==> src/rtl/cla_seq_ctrl_if.sv <==
// Handshake and operand/result bundle between the board input logic and the add sequencer.
interface cla_seq_ctrl_if #(parameter int WIDTH = 16) ();
  logic             start;
  logic [WIDTH-1:0] a;
  logic [WIDTH-1:0] b;
  logic             c_in;
  logic             busy;
  logic             done;
  logic [WIDTH-1:0] sum;
  logic             c_out;
  logic             overflow;
  logic             slice_g;
  logic             slice_p;

  modport master (
    output start, a, b, c_in,
    input  busy, done, sum, c_out, overflow, slice_g, slice_p
  );

  modport slave (
    input  start, a, b, c_in,
    output busy, done, sum, c_out, overflow, slice_g, slice_p
  );
endinterface

==> src/rtl/cla_seq_ctrl.sv <==
// Multi-cycle adder: SLICE bits per RUN cycle through a carry-lookahead slice,
// with the carry registered between slices and a start/busy/done handshake.
module cla_seq_ctrl #(
    parameter int WIDTH = 16,
    parameter int SLICE = 4
) (
    input logic          clk,
    input logic          rst,
    cla_seq_ctrl_if.slave bus
);
    localparam int N    = WIDTH / SLICE;
    localparam int IDXW = (N > 1) ? $clog2(N) : 1;

    typedef enum logic [1:0] {IDLE, LOAD, RUN, DONE} state_t;

    state_t            state;
    logic [IDXW-1:0]   idx;
    logic              carry;
    logic [WIDTH-1:0]  op_a;
    logic [WIDTH-1:0]  op_b;
    logic [WIDTH-1:0]  sum_r;
    logic              busy_r;
    logic              done_r;
    logic              c_out_r;
    logic              ovf_r;

    logic [SLICE-1:0]  sa, sb, g, p, s;
    logic [SLICE:0]    c;
    logic              grp_g;
    logic              grp_p;

    // One lookahead slice; the group generate is the slice carry-out assuming c[0]=0.
    always_comb begin
        sa    = op_a[int'(idx)*SLICE +: SLICE];
        sb    = op_b[int'(idx)*SLICE +: SLICE];
        g     = sa & sb;
        p     = sa | sb;
        c     = '0;
        c[0]  = carry;
        grp_g = 1'b0;
        for (int unsigned i = 0; i < SLICE; i++) begin
            c[i+1] = g[i] | (p[i] & c[i]);
            grp_g  = g[i] | (p[i] & grp_g);
        end
        grp_p = &p;
        s     = (p & ~g) ^ c[SLICE-1:0];
    end

    always_ff @(posedge clk or posedge rst) begin
        if (rst) begin
            state   <= IDLE;
            idx     <= '0;
            carry   <= 1'b0;
            op_a    <= '0;
            op_b    <= '0;
            sum_r   <= '0;
            busy_r  <= 1'b0;
            done_r  <= 1'b0;
            c_out_r <= 1'b0;
            ovf_r   <= 1'b0;
        end else begin
            case (state)
                IDLE: begin
                    if (bus.start) begin
                        op_a    <= bus.a;
                        op_b    <= bus.b;
                        carry   <= bus.c_in;
                        sum_r   <= '0;
                        c_out_r <= 1'b0;
                        ovf_r   <= 1'b0;
                        idx     <= '0;
                        busy_r  <= 1'b1;
                        state   <= LOAD;
                    end
                end
                LOAD: state <= RUN;
                RUN: begin
                    sum_r[int'(idx)*SLICE +: SLICE] <= s;
                    carry <= c[SLICE];
                    if (idx == IDXW'(N - 1)) begin
                        c_out_r <= c[SLICE];
                        ovf_r   <= c[SLICE-1] ^ c[SLICE];
                        busy_r  <= 1'b0;
                        done_r  <= 1'b1;
                        state   <= DONE;
                    end else begin
                        idx <= idx + 1'b1;
                    end
                end
                DONE: begin
                    done_r <= 1'b0;
                    state  <= IDLE;
                end
                default: state <= IDLE;
            endcase
        end
    end

    assign bus.busy     = busy_r;
    assign bus.done     = done_r;
    assign bus.sum      = sum_r;
    assign bus.c_out    = c_out_r;
    assign bus.overflow = ovf_r;
    assign bus.slice_g  = (state == RUN) & grp_g;
    assign bus.slice_p  = (state == RUN) & grp_p;
endmodule

==> src/flat_wrapper.sv <==
// flat-port wrapper written by rule: the top's interface ports become plain ports
module cla_seq_ctrl_flat 
#(
    parameter int WIDTH = 16,
    parameter int SLICE = 4
)
  (clk, rst, bus_start, bus_a, bus_b, bus_c_in, bus_busy, bus_done, bus_sum, bus_c_out, bus_overflow, bus_slice_g, bus_slice_p);
  cla_seq_ctrl_if #(.WIDTH(WIDTH)) bus_i ();
  input logic clk;
  input logic rst;
  input wire logic [$bits(bus_i.start)-1:0] bus_start;
  input wire logic [$bits(bus_i.a)-1:0] bus_a;
  input wire logic [$bits(bus_i.b)-1:0] bus_b;
  input wire logic [$bits(bus_i.c_in)-1:0] bus_c_in;
  output wire logic [$bits(bus_i.busy)-1:0] bus_busy;
  output wire logic [$bits(bus_i.done)-1:0] bus_done;
  output wire logic [$bits(bus_i.sum)-1:0] bus_sum;
  output wire logic [$bits(bus_i.c_out)-1:0] bus_c_out;
  output wire logic [$bits(bus_i.overflow)-1:0] bus_overflow;
  output wire logic [$bits(bus_i.slice_g)-1:0] bus_slice_g;
  output wire logic [$bits(bus_i.slice_p)-1:0] bus_slice_p;
  assign bus_i.start = bus_start;
  assign bus_i.a = bus_a;
  assign bus_i.b = bus_b;
  assign bus_i.c_in = bus_c_in;
  assign bus_busy = bus_i.busy;
  assign bus_done = bus_i.done;
  assign bus_sum = bus_i.sum;
  assign bus_c_out = bus_i.c_out;
  assign bus_overflow = bus_i.overflow;
  assign bus_slice_g = bus_i.slice_g;
  assign bus_slice_p = bus_i.slice_p;
  cla_seq_ctrl #(.WIDTH(WIDTH), .SLICE(SLICE)) u_core (.clk(clk), .rst(rst), .bus(bus_i));
endmodule
==> config.mk <==
export PLATFORM = sky130hd
export DESIGN_NAME = cla_seq_ctrl_flat
export DESIGN_NICKNAME = d
export VERILOG_FILES = /design/src/rtl/cla_seq_ctrl_if.sv /design/src/rtl/cla_seq_ctrl.sv /design/src/flat_wrapper.sv
export SDC_FILE = /design/constraint.sdc
export NUM_CORES = 1
export LEC_CHECK = 0
export BUFFER_PORTS_ARGS = -buffer_cell sky130_fd_sc_hd__clkbuf_2
export CAP_MARGIN = 5
export CORE_MARGIN = 2
export CORE_UTILIZATION = 61
export CTS_BUF_LIST = sky130_fd_sc_hd__clkbuf_4
export CTS_CLUSTER_SIZE = 30
export DETAILED_ROUTE_END_ITERATION = 10
export HOLD_SLACK_MARGIN = 0.1
export MAX_ROUTING_LAYER = met4
export PLACE_DENSITY = 0.87
export SLEW_MARGIN = 15
export SYNTH_ARGS = -nofsm -noshare
export SYNTH_HDL_FRONTEND = slang
export SYNTH_SLANG_ARGS = --single-unit
==> constraint.sdc <==
create_clock -name clk -period 6.2 [get_ports clk]
set_input_delay 0.31 -clock clk [delete_from_list [all_inputs] [get_ports clk]]
set_output_delay 0.31 -clock clk [all_outputs]
set_load 0.1 [all_outputs]
# Yosys cells after proc, flatten, opt, wreduce, memory -nomap -nowiden
# Cells that the tools add are included.
[op_classes]
eq_ne = 7
bitwise = 22
add_sub_neg = 2
muxes = 21
shifts = 4
n_reduce_logical = 10
[op_table]
columns = ["op", "n"]
rows = [
  ["$neg A4 Y33", 1],
  ["$shift A4 B33 Y16 const A", 1],
  ["$shiftx A4 B33 Y16", 1],
  ["$pmux W16 S2", 1],
  ["$shiftx A16 B5 Y4", 2],
  ["$bwmux W16", 1],
  ["$mux W16", 1],
  ["$pmux W1 S2", 5],
  ["$and A1 B1 Y1", 9],
  ["$and A4 B4 Y4", 2],
  ["$mux W2", 4],
  ["$pmux W2 S4", 1],
  ["$reduce_and A2 Y1", 4],
  ["$mux W1", 7],
  ["$or A1 B1 Y1", 7],
  ["$eq A2 B2 Y1 const B", 3],
  ["$reduce_and A3 Y1", 2],
  ["$ne A2 B2 Y1 const B", 2],
  ["$not A4 Y4", 1],
  ["$or A4 B4 Y4", 1],
  ["$pmux W2 S2", 1],
  ["$reduce_and A4 Y1", 1],
  ["$reduce_bool A2 Y1", 2],
  ["$xor A4 B4 Y4", 1],
  ["5 further kinds", 5],
]
[word_totals]
out_inout_bits = 22
input_bits = 36
elab_cells = 76
ff_bits = 57

# Depth between registers and ports, before layout
[logic_depth]
ltp_word = 13
depth_mapped = 11
mapped_depth_nobuf = 9

# Worst setup path after synthesis
# OpenSTA, ideal clock, no wires.
[synth_timing]
path_type = "register -> output"
from = "register u_core.idx[0]"
to = "output bus_slice_p"
path_stages_with_launch = 7
path_buffers = 2
required_ns = 5.890
arrival_time_ns = 4.476
setup_slack_ns = 1.414
path_cell_list = "dfrtp_1 -> buf_4 -> buf_4 -> mux4_2 -> inv_1 -> ha_1 -> nor4b_1"
[synth_between]
elab_chain_len = 4
word_cells_on_any_way = 5
classes_between = "2 x shift; 2 x bitwise; 1 x reduce/logical"
[synth_lines]
columns = ["element", "line", "text"]
rows = [
  ["start: declaration", "cla_seq_ctrl.sv:17", "logic [IDXW-1:0] idx;"],
  ["start signal: assignment", "cla_seq_ctrl.sv:87", "idx <= idx + 1'b1;"],
  ["$shiftx A16 B5 Y4 (on tied branches)", "cla_seq_ctrl.sv:34, cla_seq_ctrl.sv:35", ""],
  ["$or A4 B4 Y4 *", "cla_seq_ctrl.sv:37", "p = sa | sb;"],
  ["$reduce_and A4 Y1 *", "cla_seq_ctrl.sv:45", "grp_p = &p;"],
  ["$and A1 B1 Y1 *", "cla_seq_ctrl.sv:105", "assign bus.slice_p = (state == RUN) & grp_p;"],
  ["end: declaration", "flat_wrapper.sv:21", "output wire logic [$bits(bus_i.slice_p)-1:0] bus_slice_p;"],
]
# Every way passes the cells marked *; elsewhere a longest branch is shown, timed or not.

# Worst setup path in the final report
[layout_timing]
from = "register u_core.idx[0]"
to = "register u_core.sum_r[3], in the netlist u_core.bus.sum[3]"
[layout_between]
elab_chain_len = 12
word_cells_on_any_way = 18
classes_between = "1 x add/sub; 4 x shift; 2 x mux; 11 x bitwise"
[layout_lines]
columns = ["element", "line", "text"]
rows = [
  ["$shiftx A16 B5 Y4 (on tied branches)", "cla_seq_ctrl.sv:34, cla_seq_ctrl.sv:35", ""],
  ["$or A4 B4 Y4", "cla_seq_ctrl.sv:37", ""],
  ["$and A1 B1 Y1", "cla_seq_ctrl.sv:42", "c[i+1] = g[i] | (p[i] & c[i]);"],
  ["$or A1 B1 Y1", "cla_seq_ctrl.sv:42", ""],
  ["$and A1 B1 Y1", "cla_seq_ctrl.sv:42", ""],
  ["$or A1 B1 Y1", "cla_seq_ctrl.sv:42", ""],
  ["$and A1 B1 Y1", "cla_seq_ctrl.sv:42", ""],
  ["$or A1 B1 Y1", "cla_seq_ctrl.sv:42", ""],
  ["$xor A4 B4 Y4", "cla_seq_ctrl.sv:46", "s = (p & ~g) ^ c[SLICE-1:0];"],
  ["$shiftx A4 B33 Y16", "cla_seq_ctrl.sv:78", "sum_r[int'(idx)*SLICE +: SLICE] <= s;"],
  ["$bwmux W16 *", "cla_seq_ctrl.sv:78", ""],
  ["$pmux W16 S2 *", "cla_seq_ctrl.sv:62", "case (state)"],
  ["end signal: indexed assignment", "cla_seq_ctrl.sv:78", ""],
  ["end: declaration", "cla_seq_ctrl.sv:21", "logic [WIDTH-1:0] sum_r;"],
]
# Marks and branches as above.
# A chain may end at the register's enable or synchronous reset.

==> results.txt <==
- Setup total negative slack on the finished layout was measured at 0 ns.
- Number of buffers added by the clock tree synthesis step: 9
- Number of gates given a new drive strength after cts: 0
* Final standard cell area without fillers: ~3400 um^2
* Top-level I/O count: 58
- Number of rows created at floorplan: 25
- Number of max-capacitance violations reported: 0
- At the pin with the least slew margin, the transition time is 0.762 ns.
* Cells taking the most area after synthesis: sky130_fd_sc_hd__dfrtp_1, sky130_fd_sc_hd__mux2_2, sky130_fd_sc_hd__ha_1
* Data arrival time at the worst-slack endpoint: around 3.7 ns
- Of the post-synthesis cell area, the dominant cell type holds 0.490.
- By startpoint and endpoint, the worst setup path is classified as reg -> reg.
* Setup repair after global routing missed its margin: false
* TritonCTS Sinks: 57
- Based on the critical path, the design can be clocked at up to 294 MHz.
- The Yosys step of the flow raised 0 warnings.
* End-of-flow core utilization: 0.726
- All-layer global routing usage: 0.245
* Syn Std Cell Area: 2910 um^2
- Maximum fanout count along the critical path: 18
* Most frequent cells after synthesis: sky130_fd_sc_hd__dfrtp_1, sky130_fd_sc_hd__mux2_2, sky130_fd_sc_hd__inv_1
- Violation count after the first detailed-routing iteration: approximately 120
* Endpoint with the worst hold slack: u_core.op_b[11]
- Averaged over all synthesized cells, the footprint is 12.9 um^2.
* Starting density of the core: 0.625
* Max Slew Vio Count: 0
* Portion of the post-synthesis area used by sequential elements: 0.490
- Setup violations remaining at the end of the flow were counted as 0.
- The clock reaches the later pin of the worst-skew pair after roughly 0.39 ns.
- The worst setup path is launched from a register.
- In this run the critical register-to-register path is launched from u_core.idx[0].
- Global routing finished with a remaining overflow of 0.
* Weighted congestion at the end of routability-driven global placement: 0.850
- Share of the clock period used by the worst path after layout: 0.549
- The most used flip-flop cell after synthesis is sky130_fd_sc_hd__dfrtp_1.
* Run status: finished clean
* Via count of the first global-routing pass: 1995
* Fill cell instance count of the final layout: 326
- The number of antenna violations at the first check in global routing is 0.
- Vias per cell: around 5.7
* Core Area: 4660 um^2
* Cell area after placement: 3240 um^2
* Pre-CTS setup slack: approximately 2.8 ns
- In this run, synthesis inferred 0 flip-flops with an integrated enable.
* Number of H-tree levels: 3
* Clock Tree Root: sky130_fd_sc_hd__clkbuf_4
* Clk slew on worst S/H paths: 0.09 ns
- The count of endpoints failing hold in the final timing report is 0.
* Area of the die: 5340 um^2
- Of all cell types, the one taking the most synthesized area is sky130_fd_sc_hd__dfrtp_1.
* Final critical path time including I/O delays and setup: 3.40 ns
* Worst max-slew margin expressed relative to the limit: 0.482
- Summed over all nets, the half-perimeter wirelength after detailed placement is 4.05 mm.
- The worst register-to-register path ends at u_core.bus.sum[3].
- In the final layout, the share of cells above drive strength 1 is 0.416.
- The synthesized netlist contains 37 unique library cells.
- The repair_antennas step left the layout with diodes totalling 0.
- The worst setup path is captured at a register.
* Global-route wire length before repair: 9.41 mm
- Entering global routing, the biggest net connects 58 pins.
- The first detailed-routing pass took 5 iterations.
- On the final layout, the worst clock skew is ~0.010 ns.
- By instance count, the leading cell after synthesis is sky130_fd_sc_hd__dfrtp_1.
- TritonCTS built the clock tree.
- At the worst endpoint, the required time is 6.49 ns.
- Post-detailed-route DRC marker count: 0
- After detailed routing, the average wire length per cell comes to roughly 16 um.
- Hold Path Cell Cnt: 2
- Counting flops and latches in the post-synthesis netlist gives 57.
- The worst hold path begins at bus_b[11].
- In this run the worst hold path is classified as in -> reg.
* Synthesized netlist cell count: 225
* Die Span Y: 73.1 um
* Final critical-path setup slack: 2.80 ns
* Overall routed net length: 5.46 mm
- Post-synth ARST share: 1.00
- The final layout contains 344 nets.
* Via count of the routed design: 1991
- Synthesis produced a netlist with a net count of 281.
- Logic depth of the worst register-to-register path: 8
* Area Growth Syn to Fin: 16.1%
- Worst reg-to-reg setup slack: 2.80 ns
- In this run the deepest clock path goes through 2 buffers.
- Number of nets with antenna violations after detailed routing: 0
* Port Buffers: 57
* Chip Width: 73.1 um
## per-stage QoR
| step | hold WS (ns) | instances |
|---|---|---|
| 5_1_grt | 0.115 | 347 |
| 6_report | 0.144 | 347 |
| 4_1_cts | 0.118 | 347 |
| 3_3_place_gp | 0.478 | 330 |
| 2_1_floorplan | 0.461 | 225 |
| 3_5_place_dp | 0.484 | 330 |
## cell families (layout without fill, tap and decap cells)
family,Yosys count,in the layout,share of synthesized area
adders and majority gates,20,20,0.0962
AOI/OAI and AO/OA,33,33,0.0833
buffers and inverters,25,93,0.0365
muxes,47,47,0.213
and+or+nand+nor,42,42,0.0782
xor gates and xnor gates,1,1,0.00301
DFF,57,57,0.490
## cell type report
type                    count  area (um^2)  share of cell area
well taps                  54         67.6              0.0200
clock buffers              12         90.1              0.0266
multi-input cells         143         1380               0.408
flip-flops and latches     57         1430               0.422
inverters                  17         63.8              0.0189
clock inverters             4         43.8              0.0129
repair buffers             60          310              0.0918
## registers in the layout, indices dropped and copies added, names as in the netlist
| name | cells |
|---|---|
| u_core.bus.busy | 1 |
| u_core.op_a | 16 |
| u_core.bus.done | 1 |
| u_core.bus.sum | 16 |
| u_core.carry | 1 |
| u_core.idx | 2 |
| u_core.bus.c_out | 1 |
| u_core.op_b | 16 |
| u_core.bus.overflow | 1 |
| u_core.state | 2 |
## worst max-delay path by stage
stage | from | end | slack [ns] | cells after the start
floorplan | u_core.idx[0] | bus_slice_p | 1.41 | 6
global placement | u_core.idx[0] | u_core.bus.sum[3] | 2.89 | 8
detailed placement | u_core.idx[0] | u_core.bus.sum[3] | 2.78 | 8
CTS | u_core.idx[0] | u_core.bus.sum[3] | 2.77 | 8
global route | u_core.idx[0] | u_core.bus.sum[3] | 2.63 | 8
finish | u_core.idx[0] | u_core.bus.sum[3] | 2.80 | 8
## placed cells by master (no fill, tap or decap), types with 5 or more instances in the layout
master and instances:
sky130_fd_sc_hd__clkbuf_2 57, sky130_fd_sc_hd__dfrtp_1 57, sky130_fd_sc_hd__mux2_2 34, sky130_fd_sc_hd__inv_1 16
sky130_fd_sc_hd__ha_1 16, sky130_fd_sc_hd__o21ai_0 13, sky130_fd_sc_hd__nor2_1 12, sky130_fd_sc_hd__clkbuf_4 12
sky130_fd_sc_hd__mux4_2 8, sky130_fd_sc_hd__nor2b_1 7, sky130_fd_sc_hd__nand2_1 6, sky130_fd_sc_hd__o31ai_1 6
sky130_fd_sc_hd__nand3_1 5
## worst max-delay path: stages (launching register included)
cell and delay [ns]:
sky130_fd_sc_hd__dfrtp_1 0.86, sky130_fd_sc_hd__mux4_2 0.41, sky130_fd_sc_hd__fa_1 0.17, sky130_fd_sc_hd__inv_1 0.05
sky130_fd_sc_hd__fa_1 0.39, sky130_fd_sc_hd__fa_1 0.45, sky130_fd_sc_hd__fa_1 0.60, sky130_fd_sc_hd__nor2_1 0.07
sky130_fd_sc_hd__mux2_1 0.28
## repair_timing
item                      4_1_cts  5_1_grt
buffers inserted                0        0
hold buffers                    1        0
hold endpoints to repair       57        0
## per-layer routing
metal  part of all wire  GRT usage  wire (um)
met3              0.040     0.0649        219
met4              0.016     0.0926         88
met2               0.52      0.400       2810
met5                  0          -          0
met1               0.43      0.291       2340
Power is left out: the tool's default activity adds up to more than one toggle a clock period on the data nets, which glitch-free logic cannot reach.
